--- config.mk ---
export PLATFORM = sky130hd
export DESIGN_NAME = timestamp_word_decoder_flat
export DESIGN_NICKNAME = d
export VERILOG_FILES = /design/src/rtl/timestamp_word_decoder_if.sv /design/src/rtl/timestamp_word_decoder.sv /design/src/flat_wrapper.sv
export SDC_FILE = /design/constraint.sdc
export NUM_CORES = 1
export LEC_CHECK = 0
export CORE_ASPECT_RATIO = 0.6
export CORE_MARGIN = 8
export CORE_UTILIZATION = 52
export DETAILED_ROUTE_END_ITERATION = 12
export GPL_TIMING_DRIVEN = 0
export PLACE_DENSITY_LB_ADDON = 0.1
export SYNTH_ARGS = -nofsm -noshare
export SYNTH_HDL_FRONTEND = slang
export SYNTH_SLANG_ARGS = --single-unit
--- constraint.sdc ---
create_clock -name CLK -period 6.2 [get_ports CLK]
set_clock_uncertainty 0.05 [all_clocks]
set_input_delay 1.24 -clock CLK [delete_from_list [all_inputs] [get_ports CLK]]
set_output_delay 1.24 -clock CLK [all_outputs]
set_load 0.05 [all_outputs]
--- src/rtl/timestamp_word_decoder_if.sv ---
// Bus bundle between the timestamp decoder, its upstream FWFT FIFO and the
// downstream timestamp consumer.
interface timestamp_word_decoder_if;
  localparam int unsigned WORD_W = 32;
  localparam int unsigned TS_W   = 64;

  // Upstream FWFT FIFO side
  logic              FIFO_EMPTY;
  logic [WORD_W-1:0] FIFO_DATA;
  logic              FIFO_READ;

  // Downstream timestamp valid/ready side
  logic              TS_VALID;
  logic [TS_W-1:0]   TS_DATA;
  logic              TS_READY;

  // Decoder view
  modport master (
    input  FIFO_EMPTY,
    input  FIFO_DATA,
    output FIFO_READ,
    output TS_VALID,
    output TS_DATA,
    input  TS_READY
  );

  // Environment view (FIFO and consumer)
  modport slave (
    output FIFO_EMPTY,
    output FIFO_DATA,
    input  FIFO_READ,
    input  TS_VALID,
    input  TS_DATA,
    output TS_READY
  );
endinterface

--- src/rtl/timestamp_word_decoder.sv ---
// Reassembles three-word timestamp groups popped from an FWFT FIFO into
// 64-bit timestamps and tracks foreign, sequence and monotonicity errors.
module timestamp_word_decoder #(
  parameter logic [3:0]  IDENTIFIER = 4'b0001,
  parameter int unsigned CNT_WIDTH  = 16
) (
  input  logic                 CLK,
  input  logic                 RST_N,
  input  logic                 ENABLE,
  timestamp_word_decoder_if.master bus,
  output logic [31:0]          TS_CNT,
  output logic [CNT_WIDTH-1:0] FOREIGN_CNT,
  output logic [CNT_WIDTH-1:0] SEQ_ERR_CNT,
  output logic [CNT_WIDTH-1:0] MONO_ERR_CNT
);

  localparam int unsigned PART_W = 24;
  localparam int unsigned TOP_W  = 16;
  localparam int unsigned TS_W   = 64;

  localparam logic [3:0] TYP_W1 = 4'h1;
  localparam logic [3:0] TYP_W2 = 4'h2;
  localparam logic [3:0] TYP_W3 = 4'h3;

  typedef enum logic [1:0] {
    WAIT1 = 2'd0,
    WAIT2 = 2'd1,
    WAIT3 = 2'd2
  } state_t;

  state_t               state_q,   state_d;
  logic [PART_W-1:0]    lo_q,      lo_d;
  logic [PART_W-1:0]    mid_q,     mid_d;
  logic                 ts_valid_q, ts_valid_d;
  logic [TS_W-1:0]      ts_data_q, ts_data_d;
  logic [31:0]          ts_cnt_q,  ts_cnt_d;
  logic [CNT_WIDTH-1:0] foreign_q, foreign_d;
  logic [CNT_WIDTH-1:0] seq_q,     seq_d;
  logic [CNT_WIDTH-1:0] mono_q,    mono_d;
  logic [TS_W-1:0]      last_q,    last_d;
  logic                 last_vld_q, last_vld_d;

  logic                 pop_c;
  logic                 complete_c;
  logic                 seq_err_c;
  logic                 foreign_c;
  logic                 mono_err_c;
  logic [3:0]           word_id_c;
  logic [3:0]           word_typ_c;
  logic [PART_W-1:0]    payload_c;
  logic [TS_W-1:0]      new_ts_c;

  // Saturating increment for the error counters
  function automatic logic [CNT_WIDTH-1:0] sat_inc(input logic [CNT_WIDTH-1:0] c,
                                                    input logic inc);
    if (inc && (c != '1)) begin
      return c + CNT_WIDTH'(1);
    end
    return c;
  endfunction

  // Field extraction and pop strobe; a held-back result stalls the FIFO
  always_comb begin
    word_id_c  = bus.FIFO_DATA[31:28];
    word_typ_c = bus.FIFO_DATA[27:24];
    payload_c  = bus.FIFO_DATA[23:0];
    new_ts_c   = {bus.FIFO_DATA[TOP_W-1:0], mid_q, lo_q};
    pop_c      = RST_N & ENABLE & ~bus.FIFO_EMPTY & ~(ts_valid_q & ~bus.TS_READY);
  end

  // Group-assembly FSM: next state, partial buffers and event strobes
  always_comb begin
    state_d    = state_q;
    lo_d       = lo_q;
    mid_d      = mid_q;
    complete_c = 1'b0;
    seq_err_c  = 1'b0;
    foreign_c  = 1'b0;

    if (pop_c) begin
      if (word_id_c != IDENTIFIER) begin
        foreign_c = 1'b1;
      end else begin
        case (state_q)
          WAIT1: begin
            if (word_typ_c == TYP_W1) begin
              lo_d    = payload_c;
              state_d = WAIT2;
            end else begin
              seq_err_c = 1'b1;
            end
          end
          WAIT2: begin
            if (word_typ_c == TYP_W2) begin
              mid_d   = payload_c;
              state_d = WAIT3;
            end else if (word_typ_c == TYP_W1) begin
              // A fresh first word restarts the group
              seq_err_c = 1'b1;
              lo_d      = payload_c;
              state_d   = WAIT2;
            end else begin
              seq_err_c = 1'b1;
              state_d   = WAIT1;
            end
          end
          WAIT3: begin
            if (word_typ_c == TYP_W3) begin
              // Word 3 carries only 16 timestamp bits; nonzero pad is malformed
              if (payload_c[23:16] == 8'h00) begin
                complete_c = 1'b1;
              end else begin
                seq_err_c = 1'b1;
              end
              state_d = WAIT1;
            end else if (word_typ_c == TYP_W1) begin
              seq_err_c = 1'b1;
              lo_d      = payload_c;
              state_d   = WAIT2;
            end else begin
              seq_err_c = 1'b1;
              state_d   = WAIT1;
            end
          end
          default: begin
            state_d = WAIT1;
          end
        endcase
      end
    end
  end

  // Output slot, monotonicity tracking and counters
  always_comb begin
    ts_valid_d = ts_valid_q;
    ts_data_d  = ts_data_q;
    last_d     = last_q;
    last_vld_d = last_vld_q;
    mono_err_c = 1'b0;

    if (complete_c) begin
      // Completion wins over a same-cycle acceptance so groups can stream back-to-back
      ts_valid_d = 1'b1;
      ts_data_d  = new_ts_c;
      mono_err_c = last_vld_q & (new_ts_c < last_q);
      last_d     = new_ts_c;
      last_vld_d = 1'b1;
    end else if (ts_valid_q && bus.TS_READY) begin
      ts_valid_d = 1'b0;
    end

    ts_cnt_d  = ts_cnt_q + 32'(complete_c);
    foreign_d = sat_inc(foreign_q, foreign_c);
    seq_d     = sat_inc(seq_q, seq_err_c);
    mono_d    = sat_inc(mono_q, mono_err_c);
  end

  // State and output registers with synchronous reset
  always_ff @(posedge CLK) begin
    if (!RST_N) begin
      state_q    <= WAIT1;
      lo_q       <= '0;
      mid_q      <= '0;
      ts_valid_q <= 1'b0;
      ts_data_q  <= '0;
      ts_cnt_q   <= '0;
      foreign_q  <= '0;
      seq_q      <= '0;
      mono_q     <= '0;
      last_q     <= '0;
      last_vld_q <= 1'b0;
    end else begin
      state_q    <= state_d;
      lo_q       <= lo_d;
      mid_q      <= mid_d;
      ts_valid_q <= ts_valid_d;
      ts_data_q  <= ts_data_d;
      ts_cnt_q   <= ts_cnt_d;
      foreign_q  <= foreign_d;
      seq_q      <= seq_d;
      mono_q     <= mono_d;
      last_q     <= last_d;
      last_vld_q <= last_vld_d;
    end
  end

  assign bus.FIFO_READ = pop_c;
  assign bus.TS_VALID  = ts_valid_q;
  assign bus.TS_DATA   = ts_data_q;
  assign TS_CNT        = ts_cnt_q;
  assign FOREIGN_CNT   = foreign_q;
  assign SEQ_ERR_CNT   = seq_q;
  assign MONO_ERR_CNT  = mono_q;

endmodule

--- src/flat_wrapper.sv ---
// flat-port wrapper written by rule: the top's interface ports become plain ports
module timestamp_word_decoder_flat 
#(
  parameter logic [3:0]  IDENTIFIER = 4'b0001,
  parameter int unsigned CNT_WIDTH  = 16
)
  (CLK, RST_N, ENABLE, TS_CNT, FOREIGN_CNT, SEQ_ERR_CNT, MONO_ERR_CNT, bus_FIFO_EMPTY, bus_FIFO_DATA, bus_FIFO_READ, bus_TS_VALID, bus_TS_DATA, bus_TS_READY);
  timestamp_word_decoder_if bus_i ();
  input  logic CLK;
  input  logic RST_N;
  input  logic ENABLE;
  output logic [31:0] TS_CNT;
  output logic [CNT_WIDTH-1:0] FOREIGN_CNT;
  output logic [CNT_WIDTH-1:0] SEQ_ERR_CNT;
  output logic [CNT_WIDTH-1:0] MONO_ERR_CNT;
  input wire logic [$bits(bus_i.FIFO_EMPTY)-1:0] bus_FIFO_EMPTY;
  input wire logic [$bits(bus_i.FIFO_DATA)-1:0] bus_FIFO_DATA;
  output wire logic [$bits(bus_i.FIFO_READ)-1:0] bus_FIFO_READ;
  output wire logic [$bits(bus_i.TS_VALID)-1:0] bus_TS_VALID;
  output wire logic [$bits(bus_i.TS_DATA)-1:0] bus_TS_DATA;
  input wire logic [$bits(bus_i.TS_READY)-1:0] bus_TS_READY;
  assign bus_i.FIFO_EMPTY = bus_FIFO_EMPTY;
  assign bus_i.FIFO_DATA = bus_FIFO_DATA;
  assign bus_FIFO_READ = bus_i.FIFO_READ;
  assign bus_TS_VALID = bus_i.TS_VALID;
  assign bus_TS_DATA = bus_i.TS_DATA;
  assign bus_i.TS_READY = bus_TS_READY;
  timestamp_word_decoder #(.IDENTIFIER(IDENTIFIER), .CNT_WIDTH(CNT_WIDTH)) u_core (.CLK(CLK), .RST_N(RST_N), .ENABLE(ENABLE), .bus(bus_i), .TS_CNT(TS_CNT), .FOREIGN_CNT(FOREIGN_CNT), .SEQ_ERR_CNT(SEQ_ERR_CNT), .MONO_ERR_CNT(MONO_ERR_CNT));
endmodule
==> results.py <==
metrics = {
    "drt": {
        "via_per_inst": 5.35,
        "drt_wl_total_um": 27400,
        "wl_per_cell_um": 17.4,
        "vias": 8400,
        "drt-pass1-iter-count": 4,
        "drc": 0,
        "drt_iter0_markers": 627,
        "drtAntennaViolNets": 0,
    },
    "power": {
        "power.density_nw_per_um2": 202,
        "internal-power_uw": 1850,
        "ir_drop_mv": 0.180,
        "pwr-share-clk_pct": 44.2,
        "power_frac_seq_pct": 51.9,
        "p_sw_share_pct": 23.5,
        "p_switching_uw": 570,
        "leakagePower_uw": 0.00440,
        "p_comb_share_pct": 3.9,
    },
    "clock_network": {
        "postCtsHoldBufs": 0,
        "postCtsSetupRepairBufs": 0,
        "cts_buffers": 17,
        "cts_root_buf": "clkbuf_16",
        "clkSinkCount": 196,
        "cts_max_level": 4,
        "cts_resized": 0,
        "clkTransAtPathRegs_ns": 0.07,
        "cts_tree": "done",
        "clk_latency_ns": 0.44,
        "cts_buffer_depth": 2,
    },
    "critical_path": {
        "required_ns": 6.48,
        "cpMaxStageDelayCell": "nor4_1",
        "crit_path_max_fanout": 6,
        "crit_chain": "clkdlybuf4s50_1, or4b_1, or4_1, buf_2, nor3_1, ha_1, ha_1, nand2_1, nor4_1, nand3_1, nor3_1, nand2_1, xnor2_1, and2_1",
        "critical-path-max-stage-delay_ns": 0.99,
        "cpLargestDelayFamily": "simple AND/OR/NAND/NOR gates",
        "crit_path_start_kind": "input port",
        "path_buf_inv": 2,
        "critPathKind": "in2reg",
        "cp-end-kind": "register",
        "cp.arrival_ns": 6.01,
    },
    "global_routing": {
        "grt.total_usage_pct": 23.4,
        "grtUsageMet2_pct": 31.9,
        "antenna_found_initial": 0,
        "met1_usage_pct": 34.9,
        "use_met3_pct": 7.44,
        "gr-max-usage-layer": "met1",
        "overflow": 0,
        "first_global_vias": 7698,
        "grt_pass1_wl_um": 42500,
        "grt_max_degree": 18,
    },
    "cells_and_area": {
        "final_cells": 1571,
        "drive_gt1_share_pct": 3.01,
        "num-nets-final": 1424,
        "area_growth_pct": 28.6,
        "n_antenna_cell": 0,
    },
    "synth": {
        "synth.area.top_cells": "dfxtp_1, ha_1, nand2_1, mux2i_1, a21oi_1",
        "ys_warn_count": 0,
        "synth_top_area_share_pct": 42.0,
        "ys_ff_latch": 196,
        "synth_largest_area_cell": "dfxtp_1",
        "yosysMostFrequentCell": "dfxtp_1",
        "ys_seq_area_share_pct": 42.0,
        "netlist_area_um2": 9350,
        "avgSynthCellArea_um2": 8.36,
        "syn_inst": 1118,
        "synthFlopType": "dfxtp_1",
        "synth_common_cells": "dfxtp_1, nand2_1, nor2_1, a21oi_1, inv_1",
        "synth-edff-count": 0,
        "ys_async_sr_fraction_pct": 0,
        "synth_cell_types": 48,
        "synthesis.nets": 1223,
    },
    "sta": {
        "hold_violations": 0,
        "rsz0062_at_grt": "false",
        "setup_ws_ns": 0.465,
        "setup_violations": 0,
        "slew_headroom_pct": 21.1,
        "worstMarginPinSlew_ns": 1.17,
        "timing.hold.ws_ns": 0.406,
        "tns_ns": 0,
        "max_clock_freq_mhz": 174,
        "post-route-period-util_pct": 92.5,
        "timing.final.crit_period_ns": 5.74,
        "drv_slew": 0,
    },
    "placed_design": {
        "dp.cells": 1540,
        "post-place-ws_ns": 0.0810,
        "detailed_place_hpwl_um": 21000,
        "place.gp.congestion": 0.907,
        "io_buffers": 182,
    },
    "floorplanning": {
        "std_cell_rows": 38,
        "die_area_um2": 22700,
        "start_util_pct": 52.4,
        "core_um2": 17800,
        "ios": 183,
        "die_x_um": 189,
        "die_h_um": 120,
    },
    "status": {
        "outcome": "finished, final reports clean",
    },
    "hold_path": {
        "hold_class": "reg2reg",
    },
    "flow_run": {
        "drv_cap": 0,
    },
}
[path summary, 6_finish.rpt]
kind,startpoint,endpoint,slack [ns],depth (start not counted)
setup / recovery,bus_FIFO_DATA[31],u_core.TS_CNT[28],0.46,14
hold reg to reg,u_core.last_vld_q,u_core.last_vld_q,0.41,2
hold / removal,u_core.last_vld_q,u_core.last_vld_q,0.41,2
setup reg to reg,u_core.bus.TS_VALID,u_core.TS_CNT[28],1.77,13
[placed cells by master (no fill, tap or decap), drive strengths merged, types with 3 or more instances in the layout]
cell type and count:
ha 68, and4 7, nand3 44, nor4 9
dfxtp 196, and3 13, xnor2 26, inv 79
buf 8, a21oi 99, clkdlybuf4s50 182, nand2 185
or4 6, clkbuf 57, nand2b 14, or3 3
and2 13, nor2 122, o21ai 13, mux2i 61
clkinvlp 4, nand4 32, xor2 31, nor4b 4
nand3b 3, o2111ai 3, nor3 17, o21a 3
[state kept, by name, summed over array words and instances (netlist names)]
register	flops
u_core.FOREIGN_CNT	16
u_core.lo_q	24
u_core.last_q	64
u_core.SEQ_ERR_CNT	16
u_core.bus.TS_VALID	1
u_core.mid_q	24
u_core.state_q	2
u_core.MONO_ERR_CNT	16
u_core.last_vld_q	1
u_core.TS_CNT	32
[final cells by class]
class	count	area (um2)
fill	1516	5800
multi-input combinational	803	4970
sequential	196	3920
timing repair buffer	182	1820
clock buffer	19	433
tap	240	300
inverter	73	274
buffer	46	179
clock inverter	12	121
[kinds of logic (layout without fill, tap and decap cells)]
logic type                 after synthesis  in the layout  share of synthesized area [%]
AOI/OAI and AO/OA                      138            138                           8.54
xor gates and xnor gates                57             57                           5.34
adders and majority gates               68             68                           9.10
buffers and inverters                  119            332                           4.84
DFF                                    196            196                           42.0
muxes                                   61             61                           6.53
and+or+nand+nor                        479            479                           23.7
[through the flow]
step | area (um2) | util (%) | power [uW]
after floorplan | 9350 | - | 1330
after global placement | 11500 | 64.3 | 1380
after detailed placement | 11500 | 64.3 | 1380
after CTS | 12000 | 67.4 | 2440
after global routing | 12000 | 67.4 | 2510
final | 12000 | 67.4 | 2420
[worst reg2reg max path, delay by kind of cell, from the launching register on]
kind | cells | cell delay [ns]
AND/OR/NAND/NOR | 9 | 3.17
adder cells (fa/ha/maj) | 2 | 0.49
flip-flops | 1 | 0.31
buffers and inverters | 1 | 0.19
XOR/XNOR | 1 | 0.12
[routing by layer]
layer	up-vias	wire, um
li1	4192	-
met1	3933	13500
met2	249	11000
met3	26	2590
met4	0	330
met5	-	0
[power groups by stage]
stage	registers, uW	clock network (uW)	logic [uW]
detailed placement	1290	0	92.0
floorplan	1290	0	35.2
global route	1260	1150	101
CTS	1260	1080	92.5
global placement	1290	0	90.7
finish	1260	1070	94.0
No activity file was read; power rests on OpenSTA's default activity.
==> variant 1, RTL diff (same settings) <==
`CNT_WIDTH` is set to 16 in 2 places; all go to 20.
--- a/src/rtl/timestamp_word_decoder.sv
+++ b/src/rtl/timestamp_word_decoder.sv
@@ -2,7 +2,7 @@
 // 64-bit timestamps and tracks foreign, sequence and monotonicity errors.
 module timestamp_word_decoder #(
   parameter logic [3:0]  IDENTIFIER = 4'b0001,
-  parameter int unsigned CNT_WIDTH  = 16
+  parameter int unsigned CNT_WIDTH  = 20
 ) (
   input  logic                 CLK,
   input  logic                 RST_N,
--- a/src/flat_wrapper.sv
+++ b/src/flat_wrapper.sv
@@ -2,7 +2,7 @@
 module timestamp_word_decoder_flat 
 #(
   parameter logic [3:0]  IDENTIFIER = 4'b0001,
-  parameter int unsigned CNT_WIDTH  = 16
+  parameter int unsigned CNT_WIDTH  = 20
 )
   (CLK, RST_N, ENABLE, TS_CNT, FOREIGN_CNT, SEQ_ERR_CNT, MONO_ERR_CNT, bus_FIFO_EMPTY, bus_FIFO_DATA, bus_FIFO_READ, bus_TS_VALID, bus_TS_DATA, bus_TS_READY);
   timestamp_word_decoder_if bus_i ();
Interface: changed (resized FOREIGN_CNT, MONO_ERR_CNT and SEQ_ERR_CNT); port bits go from 183 to 195. No check against the original RTL was run, so the function may have changed too.
==> variant 1 against the original RTL <==
Die area is 4.0% higher. Wire length is 9.1% higher. Hold slack better by 0.012 ns. Total power is 8.4% higher. Sequential cell count is 12 higher. Area after synthesis is 4.5% higher. Sequential power is 6% higher. Core utilization is 1.8 points higher. Setup slack better by 0.88 ns. Critical path depth stayed put. Final area is 5.1% higher. Largest power group unchanged.
==> variant 1: results <==
group,metric,value,unit
synthesis,netlist_instances,1168,
placed_design,pre_cts_ws,0.9368,ns
final_layout,clk_share,0.04949,
placed_design,place_congestion,0.9115,
setup_path,cp_data_arrival_time,5.17,ns
synthesis,ys_ff_latch,208,
cts,htree_levels,1,
synthesis,synthTopCellsByCount,"dfxtp_1 (208), nand2_1 (184), nor2_1 (125), a21oi_1 (109), inv_1 (75)",
final_layout,final_area,12640,µm²
cts,cts_buffers,20,
final_layout,multi_input_area_share,0.4064,
final_layout,drive_gt1_frac,0.02798,
final_layout,buffers,241,
synthesis,ys_top_cells_by_area,"dfxtp_1 (43%), ha_1 (8.7%), nand2_1 (7.1%)",
pwr,vdd_drop_max,0.1420,mV
route,first_pass_iters,5,
final_layout,antennaDiodeCount,1,
route,drt_iter0_drc,719,
final_layout,buffer_area_frac,0.1685,
route,wirelength,29840,µm
synthesis,yosysUniqueCellTypes,50,
setup_path,cp_max_fo,7,
pwr,p_leak,4.550,nW
final_layout,fin_nets,1489,
timing,tightest_slew,0.8551,ns
global_route,grt_antenna_before_repair,1,
final_layout,inverters,75,
cts,worstSkewPairLatency,0.49,ns
global_route,grtUsageTotal,0.2455,
placed_design,numPortBuffers,194,
route,wl_per_cell,18.25,µm
global_route,grt_pass1_wl,46180,µm
route,vias_per_cell,5.571,
status,status,"finished clean",
global_route,grt_max_degree,15,
synthesis,syn_nets,1273,
-- variant 1: worst paths after layout --
path	depth (start not counted)	slack, ns	endpoint	from
setup / recovery	14	1.34	u_core.TS_CNT[30]$_SDFF_PN0_	bus_FIFO_DATA[17]
hold / removal	2	0.42	u_core.last_q[45]$_SDFFE_PN0P_	u_core.last_q[45]$_SDFFE_PN0P_
setup reg to reg	11	2.77	u_core.MONO_ERR_CNT[1]$_SDFFE_PN0P_	u_core.last_q[63]$_SDFFE_PN0P_
hold reg to reg	2	0.42	u_core.last_q[45]$_SDFFE_PN0P_	u_core.last_q[45]$_SDFFE_PN0P_
-- variant 1: power breakdown --
| part | internal [mW] | leakage (nW) | switching (mW) |
|---|---|---|---|
| sequential | 1.34 | 1.67 | 0.000719 |
| combinational | 0.0345 | 2.57 | 0.0605 |
| clock | 0.693 | 0.308 | 0.502 |
-- variant 1: critical path, stage by stage --
cell and delay, ns:
clkdlybuf4s50_1 0.47, nor4_1 0.76, nand3_1 0.29, nor2_1 0.24, ha_1 0.27, ha_1 0.21, and2_1 0.20, nand4_1 0.26
nor2_1 0.35, inv_1 0.11, nor3_1 0.40, nand4_1 0.16, xor2_1 0.16, nor2_1 0.05
-- variant 1: logic make-up (layout without fill, tap and decap cells) --
kind of cell               Yosys count  after routing  share of synthesized area
adders and majority gates           68             68                    0.08711
other                                0              1                          0
AOI/OAI and AO/OA                  168            168                    0.09723
DFF                                208            208                     0.4263
buffers and inverters              122            348                    0.04817
xor gates and xnor gates            59             59                    0.05291
and+or+nand+nor                    491            491                     0.2349
muxes                               52             52                    0.05329
-- variant 1: layer usage --
metal	GRT usage	vias up	routed length (µm)
met1	0.3544	4329	14160
met3	0.06963	36	2900
met2	0.3643	312	12370
met4	0.03923	2	395
met5	0	-	13
li1	-	4430	-
==> variant 2, RTL diff (config.mk and constraints unchanged) <==
Made on the original files. Re-encode `state_t` (3 states) as one-hot, 3 bits wide.
--- a/src/rtl/timestamp_word_decoder.sv
+++ b/src/rtl/timestamp_word_decoder.sv
@@ -22,10 +22,10 @@
   localparam logic [3:0] TYP_W2 = 4'h2;
   localparam logic [3:0] TYP_W3 = 4'h3;
 
-  typedef enum logic [1:0] {
-    WAIT1 = 2'd0,
-    WAIT2 = 2'd1,
-    WAIT3 = 2'd2
+  typedef enum logic [2:0] {
+    WAIT1 = 3'b001,
+    WAIT2 = 3'b010,
+    WAIT3 = 3'b100
   } state_t;
 
   state_t               state_q,   state_d;
Function: no difference found for any inputs over 4 cycles, from zero or initial values and one cycle with RST_N low; so few cycles prove little.
==> variant 2 against the original RTL <==
Fmax grew 17%. Sequential cell count up 1. Setup slack improved by 0.84 ns. Global-route usage is 0.97 points higher. First-iteration DRC count increased by 29%. Total power rose by 6.3%. Clock power is 14% higher. Hold slack better by 0.011 ns. Sequential share of layout area fell by 0.087 points. Final area rose by 0.78%. Wire length rose by 3.0%. Core utilization is 0.53 points higher. Area after synthesis is essentially flat. Critical path type unchanged. Critical endpoint is now u_core.TS_CNT[26]$_SDFF_PN0_. Largest cell class unchanged. Largest power group unchanged.
==> variant 2: results <==
group,metric,value,unit
status,status,"finished clean",
synthesis,synth_fa_ha_area_frac,0.09099,
cts,worstSkewPairLatency,0.44,ns
synthesis,muxShareOfSynthArea,0.003212,
synthesis,ys.flop_type,"dfxtp_1",
placed_design,numPortBuffers,182,
route,wl_met3,3120,µm
cts,htree_levels,4,
pwr,vdd_drop_max,0.1685,mV
cts,clk_path_buf_depth,2,
synthesis,ys_top_cells_by_area,"dfxtp_1 (42%), nand2_1 (11%), ha_1 (9.1%)",
final_layout,n_fill_cell,1488,
global_route,use_met1,0.3549,
pwr,p_clk,1.22,mW
route,wl_per_cell,17.15,µm
synthesis,synth-xor-area-share,0.04496,
cts,cts_root_buffer,"clkbuf_16",
route,wl_met2,11300,µm
global_route,gr-usage-met2,0.3418,
final_layout,fin_cells,1643,
pwr,intPower,2.005,mW
route,first_pass_iters,5,
cts,clk_pin_slew,0.07,ns
synthesis,syn_nets,1294,
global_route,grt_pass1_wl,44470,µm
global_route,grt_pass1_vias,8281,
cts,cts_buffers,17,
setup_path,slowest_delay,0.55,ns
final_layout,largest_register,"u_core.last_q",
cts,cts_resized,0,
setup_path,cp_slowest_cell,"or4b_4",
setup_path,cp_data_arrival_time,5.16,ns
pwr,comb_power_share,0.036,
route,via_count,8966,
synthesis,yosysSeqAreaShare,0.4218,
final_layout,largest_register_ffs,64,
pwr,p_leak,4.125,nW
timing,tightest_slew,1.006,ns
placed_design,place_congestion,0.9280,
synthesis,netlist_instances,1189,
final_layout,drive_gt1_frac,0.03065,
route,drt-met1-wl,13530,µm
global_route,grt.met3_usage,0.08662,
route,drt_iter0_drc,806,
global_route,grt_max_degree,18,
pwr,p_sw,572.0,µW
final_layout,fin_nets,1495,
timing,fin_tns_setup,0,ns
global_route,grtUsageTotal,0.2439,
synthesis,yosysUniqueCellTypes,54,
synthesis,synthTopCellsByCount,"nand2_1 (281), dfxtp_1 (197), a21oi_1 (164), inv_1 (81), nor2_1 (76)",
synthesis,synth_compound_area_frac,0.1298,
global_route,grt_antenna_before_repair,0,
placed_design,hpwl,21760,µm
variant 2: path summary, 6_finish.rpt:
| kind | from | endpoint | slack [ns] | cells past startpoint |
|---|---|---|---|---|
| max | bus_FIFO_DATA[29] | u_core.TS_CNT[26]$_SDFF_PN0_ | 1.31 | 15 |
| min | u_core.last_q[37]$_SDFFE_PN0P_ | u_core.last_q[37]$_SDFFE_PN0P_ | 0.42 | 2 |
| max reg2reg | u_core.bus.TS_VALID$_SDFFE_PN0P_ | u_core.TS_CNT[26]$_SDFF_PN0_ | 2.44 | 15 |
| min reg2reg | u_core.last_q[37]$_SDFFE_PN0P_ | u_core.last_q[37]$_SDFFE_PN0P_ | 0.42 | 2 |
variant 2: layout make-up:
class                   count  area (µm²)  share of cell area
well taps                 240       300.3             0.02478
multi-input cells         858        4888              0.4034
plain buffers              53       214.0             0.01765
clock buffers              20       456.7             0.03768
inverters                  81       304.0             0.02509
repair buffers            182        1822              0.1503
clock inverters            12       190.2             0.01569
flip-flops and latches    197        3944              0.3254
variant 2: critical path, delay by kind of cell:
family / cells / cell delay, ns
xor gates and xnor gates: 1 / 0.16
and+or+nand+nor: 9 / 2.32
adders and majority gates: 2 / 0.60
buffers and inverters: 3 / 0.83
variant 2: cell families after synthesis:
kind of cell | Yosys count
AO/OA/AOI/OAI | 224
multiplexers | 3
adder cells (fa/ha/maj) | 68
buffers and inverters | 134
XOR/XNOR | 48
flip-flops | 197
AND/OR/NAND/NOR | 515
variant 2: metrics by stage:
step	setup WS [ns]	instance area, µm²	util
global route	1.077	12120	0.6797
floorplan	1.959	9350	-
finish	1.307	12120	0.6797
CTS	1.398	12120	0.6797
global placement	0.9340	11470	0.6434
detailed placement	0.9172	11470	0.6434
